`config.mk`:
```
export PLATFORM = sky130hd
export DESIGN_NAME = brownout_supervisor
export DESIGN_NICKNAME = d
export VERILOG_FILES = /design/src/rtl/brownout_sup_pkg.sv /design/src/rtl/brownout_deglitch.sv /design/src/rtl/brownout_supervisor.sv
export SDC_FILE = /design/constraint.sdc
export NUM_CORES = 1
export LEC_CHECK = 0
export CORE_MARGIN = 10
export CORE_UTILIZATION = 45
export DETAILED_ROUTE_END_ITERATION = 7
export DONT_BUFFER_PORTS = 1
export GPL_TIMING_DRIVEN = 0
export PLACE_DENSITY_LB_ADDON = 0.1
export SYNTH_ARGS = -nofsm -noshare
export SYNTH_HDL_FRONTEND = slang
export SYNTH_SLANG_ARGS = --single-unit
```
`constraint.sdc`:
```
create_clock -name clk -period 5.8 [get_ports clk]
set_clock_uncertainty 0.2 [all_clocks]
set_input_delay 1.74 -clock clk [delete_from_list [all_inputs] [get_ports clk]]
set_output_delay 1.74 -clock clk [all_outputs]
set_load 0.01 [all_outputs]
```
`src/rtl/brownout_sup_pkg.sv`:
```
// Shared types and default sizing for the brownout supervisor slice.
package brownout_sup_pkg;

  typedef enum logic [1:0] {
    ST_OFF   = 2'd0,
    ST_RUN   = 2'd1,
    ST_BROWN = 2'd2,
    ST_HOLD  = 2'd3
  } sup_state_e;

  localparam int DEF_SYNC_STAGES = 2;
  localparam int DEF_FILT_W      = 4;
  localparam int DEF_HOLD_W      = 16;
  localparam int DEF_CNT_W       = 8;

endpackage

```
`src/rtl/brownout_deglitch.sv`:
```
// Synchroniser plus run-length deglitch filter for one async level, with a rise strobe.
// The strobe is a one-cycle pulse coincident with the first cycle filt_o reads 1.
module brownout_deglitch #(
  parameter int SYNC_STAGES = 2,
  parameter int FILT_W      = 4
) (
  input  logic              clk,
  input  logic              rst,
  input  logic              flush_i,
  input  logic              async_i,
  input  logic [FILT_W-1:0] filt_len_i,
  output logic              filt_o,
  output logic              rise_o
);

  logic [SYNC_STAGES-1:0] sync_q;
  logic                   synced;
  logic                   filt_q, filt_d;
  logic [FILT_W-1:0]      run_q, run_d;
  logic                   rise_q, rise_d;

  assign synced = sync_q[SYNC_STAGES-1];

  always_comb begin
    filt_d = filt_q;
    run_d  = '0;
    if (synced != filt_q) begin
      // Flip on the (filt_len+1)-th consecutive mismatching sample.
      if (run_q == filt_len_i) begin
        filt_d = synced;
      end else begin
        run_d = run_q + 1'b1;
      end
    end
    if (flush_i) begin
      filt_d = 1'b0;
      run_d  = '0;
    end
    rise_d = filt_d & ~filt_q;
  end

  always_ff @(posedge clk) begin
    if (rst) begin
      sync_q <= '0;
      filt_q <= 1'b0;
      run_q  <= '0;
      rise_q <= 1'b0;
    end else begin
      sync_q <= {sync_q[SYNC_STAGES-2:0], async_i};
      filt_q <= filt_d;
      run_q  <= run_d;
      rise_q <= rise_d;
    end
  end

  assign filt_o = filt_q;
  assign rise_o = rise_q;

endmodule

```
`src/rtl/brownout_supervisor.sv`:
```
// Turns the brownout macro outputs into a system reset with hold-off, sticky status
// flags, a saturating event counter and a level interrupt.
module brownout_supervisor
  import brownout_sup_pkg::*;
#(
  parameter int SYNC_STAGES = DEF_SYNC_STAGES,
  parameter int FILT_W      = DEF_FILT_W,
  parameter int HOLD_W      = DEF_HOLD_W,
  parameter int CNT_W       = DEF_CNT_W
) (
  input  logic              clk,
  input  logic              rst,
  input  logic              ena,
  input  logic              bo_in,
  input  logic              vunder_in,
  input  logic              timed_out_in,
  input  logic [FILT_W-1:0] filt_len,
  input  logic [HOLD_W-1:0] hold_len,
  input  logic              clr,
  output logic              sys_rst,
  output logic              bo_flag,
  output logic              vunder_flag,
  output logic              to_flag,
  output logic              irq,
  output logic [CNT_W-1:0]  evt_cnt,
  output logic [1:0]        state
);

  sup_state_e        state_q, state_d;
  logic [HOLD_W-1:0] hold_cnt_q, hold_cnt_d;
  logic [CNT_W-1:0]  evt_cnt_q, evt_cnt_d;
  logic              bo_flag_q, bo_flag_d;
  logic              vunder_flag_q, vunder_flag_d;
  logic              to_flag_q, to_flag_d;
  logic              irq_q;
  logic              sys_rst_q;
  logic              bo_evt;
  logic              flush;
  logic              bo_filt, bo_rise;
  logic              vu_filt, vu_rise;
  logic              to_filt, to_rise;
  logic              unused_ok;

  // Filters are flushed once, on the edge into OFF, so they re-qualify while disabled.
  assign flush = ~ena && (state_q != ST_OFF);

  brownout_deglitch #(.SYNC_STAGES(SYNC_STAGES), .FILT_W(FILT_W)) u_bo_dg (
    .clk        (clk),
    .rst        (rst),
    .flush_i    (flush),
    .async_i    (bo_in),
    .filt_len_i (filt_len),
    .filt_o     (bo_filt),
    .rise_o     (bo_rise)
  );

  brownout_deglitch #(.SYNC_STAGES(SYNC_STAGES), .FILT_W(FILT_W)) u_vu_dg (
    .clk        (clk),
    .rst        (rst),
    .flush_i    (flush),
    .async_i    (vunder_in),
    .filt_len_i (filt_len),
    .filt_o     (vu_filt),
    .rise_o     (vu_rise)
  );

  brownout_deglitch #(.SYNC_STAGES(SYNC_STAGES), .FILT_W(FILT_W)) u_to_dg (
    .clk        (clk),
    .rst        (rst),
    .flush_i    (flush),
    .async_i    (timed_out_in),
    .filt_len_i ({FILT_W{1'b0}}),
    .filt_o     (to_filt),
    .rise_o     (to_rise)
  );

  assign unused_ok = ^{bo_rise, vu_filt, to_filt};

  always_comb begin
    state_d    = state_q;
    hold_cnt_d = hold_cnt_q;
    bo_evt     = 1'b0;
    unique case (state_q)
      ST_OFF: begin
        state_d = ST_RUN;
      end
      ST_RUN: begin
        if (bo_filt) begin
          state_d = ST_BROWN;
          bo_evt  = 1'b1;
        end
      end
      ST_BROWN: begin
        if (!bo_filt) begin
          state_d    = ST_HOLD;
          hold_cnt_d = hold_len;
        end
      end
      ST_HOLD: begin
        if (bo_filt) begin
          state_d = ST_BROWN;
        end else if (hold_cnt_q == '0) begin
          state_d = ST_RUN;
        end else begin
          hold_cnt_d = hold_cnt_q - 1'b1;
        end
      end
      default: state_d = ST_OFF;
    endcase
    if (!ena) begin
      state_d    = ST_OFF;
      hold_cnt_d = '0;
      bo_evt     = 1'b0;
    end
  end

  // Clear first, then set, so a coincident set survives a clr pulse.
  always_comb begin
    bo_flag_d     = clr ? 1'b0 : bo_flag_q;
    vunder_flag_d = clr ? 1'b0 : vunder_flag_q;
    to_flag_d     = clr ? 1'b0 : to_flag_q;
    evt_cnt_d     = clr ? '0 : evt_cnt_q;
    if (bo_evt) begin
      bo_flag_d = 1'b1;
      if (clr) begin
        evt_cnt_d = {{(CNT_W-1){1'b0}}, 1'b1};
      end else if (evt_cnt_q != '1) begin
        evt_cnt_d = evt_cnt_q + 1'b1;
      end
    end
    if (state_q != ST_OFF) begin
      if (vu_rise) vunder_flag_d = 1'b1;
      if (to_rise) to_flag_d = 1'b1;
    end
  end

  always_ff @(posedge clk) begin
    if (rst) begin
      state_q       <= ST_OFF;
      hold_cnt_q    <= '0;
      evt_cnt_q     <= '0;
      bo_flag_q     <= 1'b0;
      vunder_flag_q <= 1'b0;
      to_flag_q     <= 1'b0;
      irq_q         <= 1'b0;
      sys_rst_q     <= 1'b0;
    end else begin
      state_q       <= state_d;
      hold_cnt_q    <= hold_cnt_d;
      evt_cnt_q     <= evt_cnt_d;
      bo_flag_q     <= bo_flag_d;
      vunder_flag_q <= vunder_flag_d;
      to_flag_q     <= to_flag_d;
      irq_q         <= bo_flag_q | vunder_flag_q | to_flag_q;
      sys_rst_q     <= (state_d == ST_BROWN) || (state_d == ST_HOLD);
    end
  end

  assign sys_rst     = sys_rst_q;
  assign bo_flag     = bo_flag_q;
  assign vunder_flag = vunder_flag_q;
  assign to_flag     = to_flag_q;
  assign irq         = irq_q;
  assign evt_cnt     = evt_cnt_q;
  assign state       = state_q;

endmodule

```
==> flow_summary.toml <==
[status]
outcome = "finished, final reports clean"

[global_route]
track_usage = 0.133
first_global_vias = 1946
gr-max-usage-layer = "met2"
met2_usage = 0.215
grt_max_degree = 17
antenna_found_initial = 0
grtUsageMet1 = 0.164
grt_overflow = 0
grt_pass1_wl_um = 9710
met3_usage = 0.0460

[logic_synthesis]
synth_cells = 301
ys_ff_latch = 54
synth_top_flop_cell = "dfxtp_1"
syn_nets = 334
avgSynthCellArea_um2 = 8.35
yosysTopAreaCell = "dfxtp_1"
seq_area_frac_synth = 0.430
synth_top_area_frac = 0.430
synth_area_leaders = "dfxtp_1 (43%), nor2_1 (6.0%), a21oi_1 (5.4%), nand2_1 (4.5%), xor2_1 (4.2%)"
ys_types = 43
yosys_warnings = 0
synth_area_um2 = 2510
synth_edf_count = 0
synthArstFlopShare = 0

[final_layout]
drive_above_1_share = 0.0550
most-common-layout-cells = "dfxtp_1 (54), nor2_1 (40), nand2_1 (30), a21oi_1 (27), o21ai_0 (14)"
layout.nets = 341
multi_input_area_um2 = 1360
syn_to_final_growth_pct = 7.97
nFillCells = 575
antennaDiodeCount = 0
regArea_um2 = 1080
final_common_cell = "dfxtp_1"

[power_and_ir_drop]
p_leak_nw = 1.00
powerDensity_nw_per_um2 = 241
vdd_drop_max_uv = 95.1
total_power_mw = 0.655

[drt]
postRouteAntennaNets = 0
drt_pass1_iterations = 5
drt-initial-drc-count = 111
vias = 2089
avgRoutedWirePerCell_um = 15.4
viasPerCell = 5.48
wirelength_um = 5850
route.detailed.drc = 0

[clock_tree]
hold_buffers = 0
htree_levels = 2
insertion_delay_ps = 300
clk_pin_slew_ps = 100
cts.sink_count = 54
cts_tree = "yes"
ctsRootBufferMaster = "clkbuf_8"
cts_setup_buffers = 0
cts_buffers = 5
clockBufferDepth = 2
cts_resized = 0

[worst_setup_path]
startpoint_type = "input port"
cpMaxStageDelayCell = "buf_1"
end_kind = "register"
cp_max_fo = 10
cp_slowest_stage_delay_ps = 500
cp_data_arrival_time_ps = 2810
required_ps = 5780
critPathKind = "in2reg"
r2r_setup_slack_ps = 3130
cp_cell_sequence = "nand2b_1 -> clkbuf_1 -> buf_1 -> a21oi_1"

[floorplanning]
io_pins = 42
row_count = 27
initial_utilization = 0.459
dieWidth_um = 94.7
fp.dieArea_um2 = 8970
die_h_um = 94.7
core_um2 = 5470

[run]
maxCapViolations = 0

[place]
portBuffers = 0
dp_hpwl_um = 4320
place_ws_ps = 2650
gp_congestion = 0.872

[timing]
worst_slew_pin_slew_ps = 662
setup_viol = 0
post-route-period-util = 0.489
final.min_clock_period_ps = 2840
finalMaxSlewViolations = 0
fmax_mhz = 352
fin_tns_setup_ps = 0
slew_headroom = 0.558
rsz0062_at_grt = "no"
hold_viol_final = 0
fin_ws_ps = 2960

[min_path]
min_path_type = "reg2reg"
-- state kept, by name, indices dropped and copies added (netlist names), 2 cells and up --
name            flops
evt_cnt             8
u_vu_dg.sync_q      2
u_to_dg.run_q       4
u_bo_dg.sync_q      2
hold_cnt_q         16
u_to_dg.sync_q      2
u_vu_dg.run_q       4
state               2
u_bo_dg.run_q       4
-- metal layers --
| layer | up-vias | wire [µm] |
|---|---|---|
| met4 | 0 | 58 |
| li1 | 1069 | - |
| met5 | - | 0 |
| met3 | 6 | 359 |
| met2 | 46 | 2680 |
| met1 | 968 | 2760 |
-- kinds of logic (layout without fill, tap and decap cells) --
family | Yosys count | after routing | synth area share
fa+ha+maj | 6 | 6 | 0.0299
xor+xnor | 19 | 19 | 0.0662
compound gates | 70 | 70 | 0.172
buf+inv | 17 | 25 | 0.0289
mux | 5 | 5 | 0.0199
simple gates | 130 | 130 | 0.253
flops | 54 | 54 | 0.430
-- critical path: cells and delay by family --
kind / cells / cell delay [ps]
AOI/OAI and AO/OA: 1 / 80
buffers and inverters: 2 / 910
and+or+nand+nor: 1 / 70
-- per-stage QoR --
step	util	hold WS [ps]	instances	area, µm²
after floorplan	-	214	301	2510
after detailed placement	0.476	230	373	2600
after global routing	0.496	272	381	2710
final	0.496	248	381	2710
after global placement	0.476	223	373	2600
after CTS	0.496	245	381	2710
-- final timing paths --
kind | start | to | cells after the start
max | rst | hold_cnt_q[3] | 4
max reg2reg | hold_cnt_q[0] | hold_cnt_q[13] | 8
min reg2reg | u_to_dg.rise_o | to_flag | 2
min | u_to_dg.rise_o | to_flag | 2
-- synthesized netlist by cell type (2+ instances only) --
cell / count
o21ai_0: 14
o21a_1: 2
nor3b_1: 3
dfxtp_1: 54
nor4_1: 3
and3_1: 4
nor3_1: 10
o211a_1: 2
a211oi_1: 2
nand3_1: 11
or2_2: 2
mux2i_1: 5
o21ai_1: 7
inv_1: 8
nand2b_1: 4
xnor2_1: 7
a32o_1: 2
nor2b_1: 7
ha_1: 6
nor2_1: 40
a22oi_1: 2
xor2_1: 12
a31o_2: 3
clkbuf_1: 6
a21oi_1: 27
o31ai_1: 3
a22o_1: 2
nand4_1: 3
or3_1: 6
nand2_1: 30
or4_1: 2
-- report_power, final --
part	total (mW)	internal [mW]	switching, mW
combinational	0.0227	0.00997	0.0127
clock	0.254	0.129	0.125
sequential	0.378	0.374	0.00359
-- area by class of cell --
| class | instances | area share |
|---|---|---|
| plain buffers | 9 | 0.0157 |
| clock buffers | 6 | 0.0268 |
| clock inverters | 2 | 0.0138 |
| inverters | 8 | 0.0111 |
| multi-input cells | 230 | 0.501 |
| flip-flops and latches | 54 | 0.399 |
| well taps | 72 | 0.0332 |
Note: power is estimated with default switching activity, not from simulation.
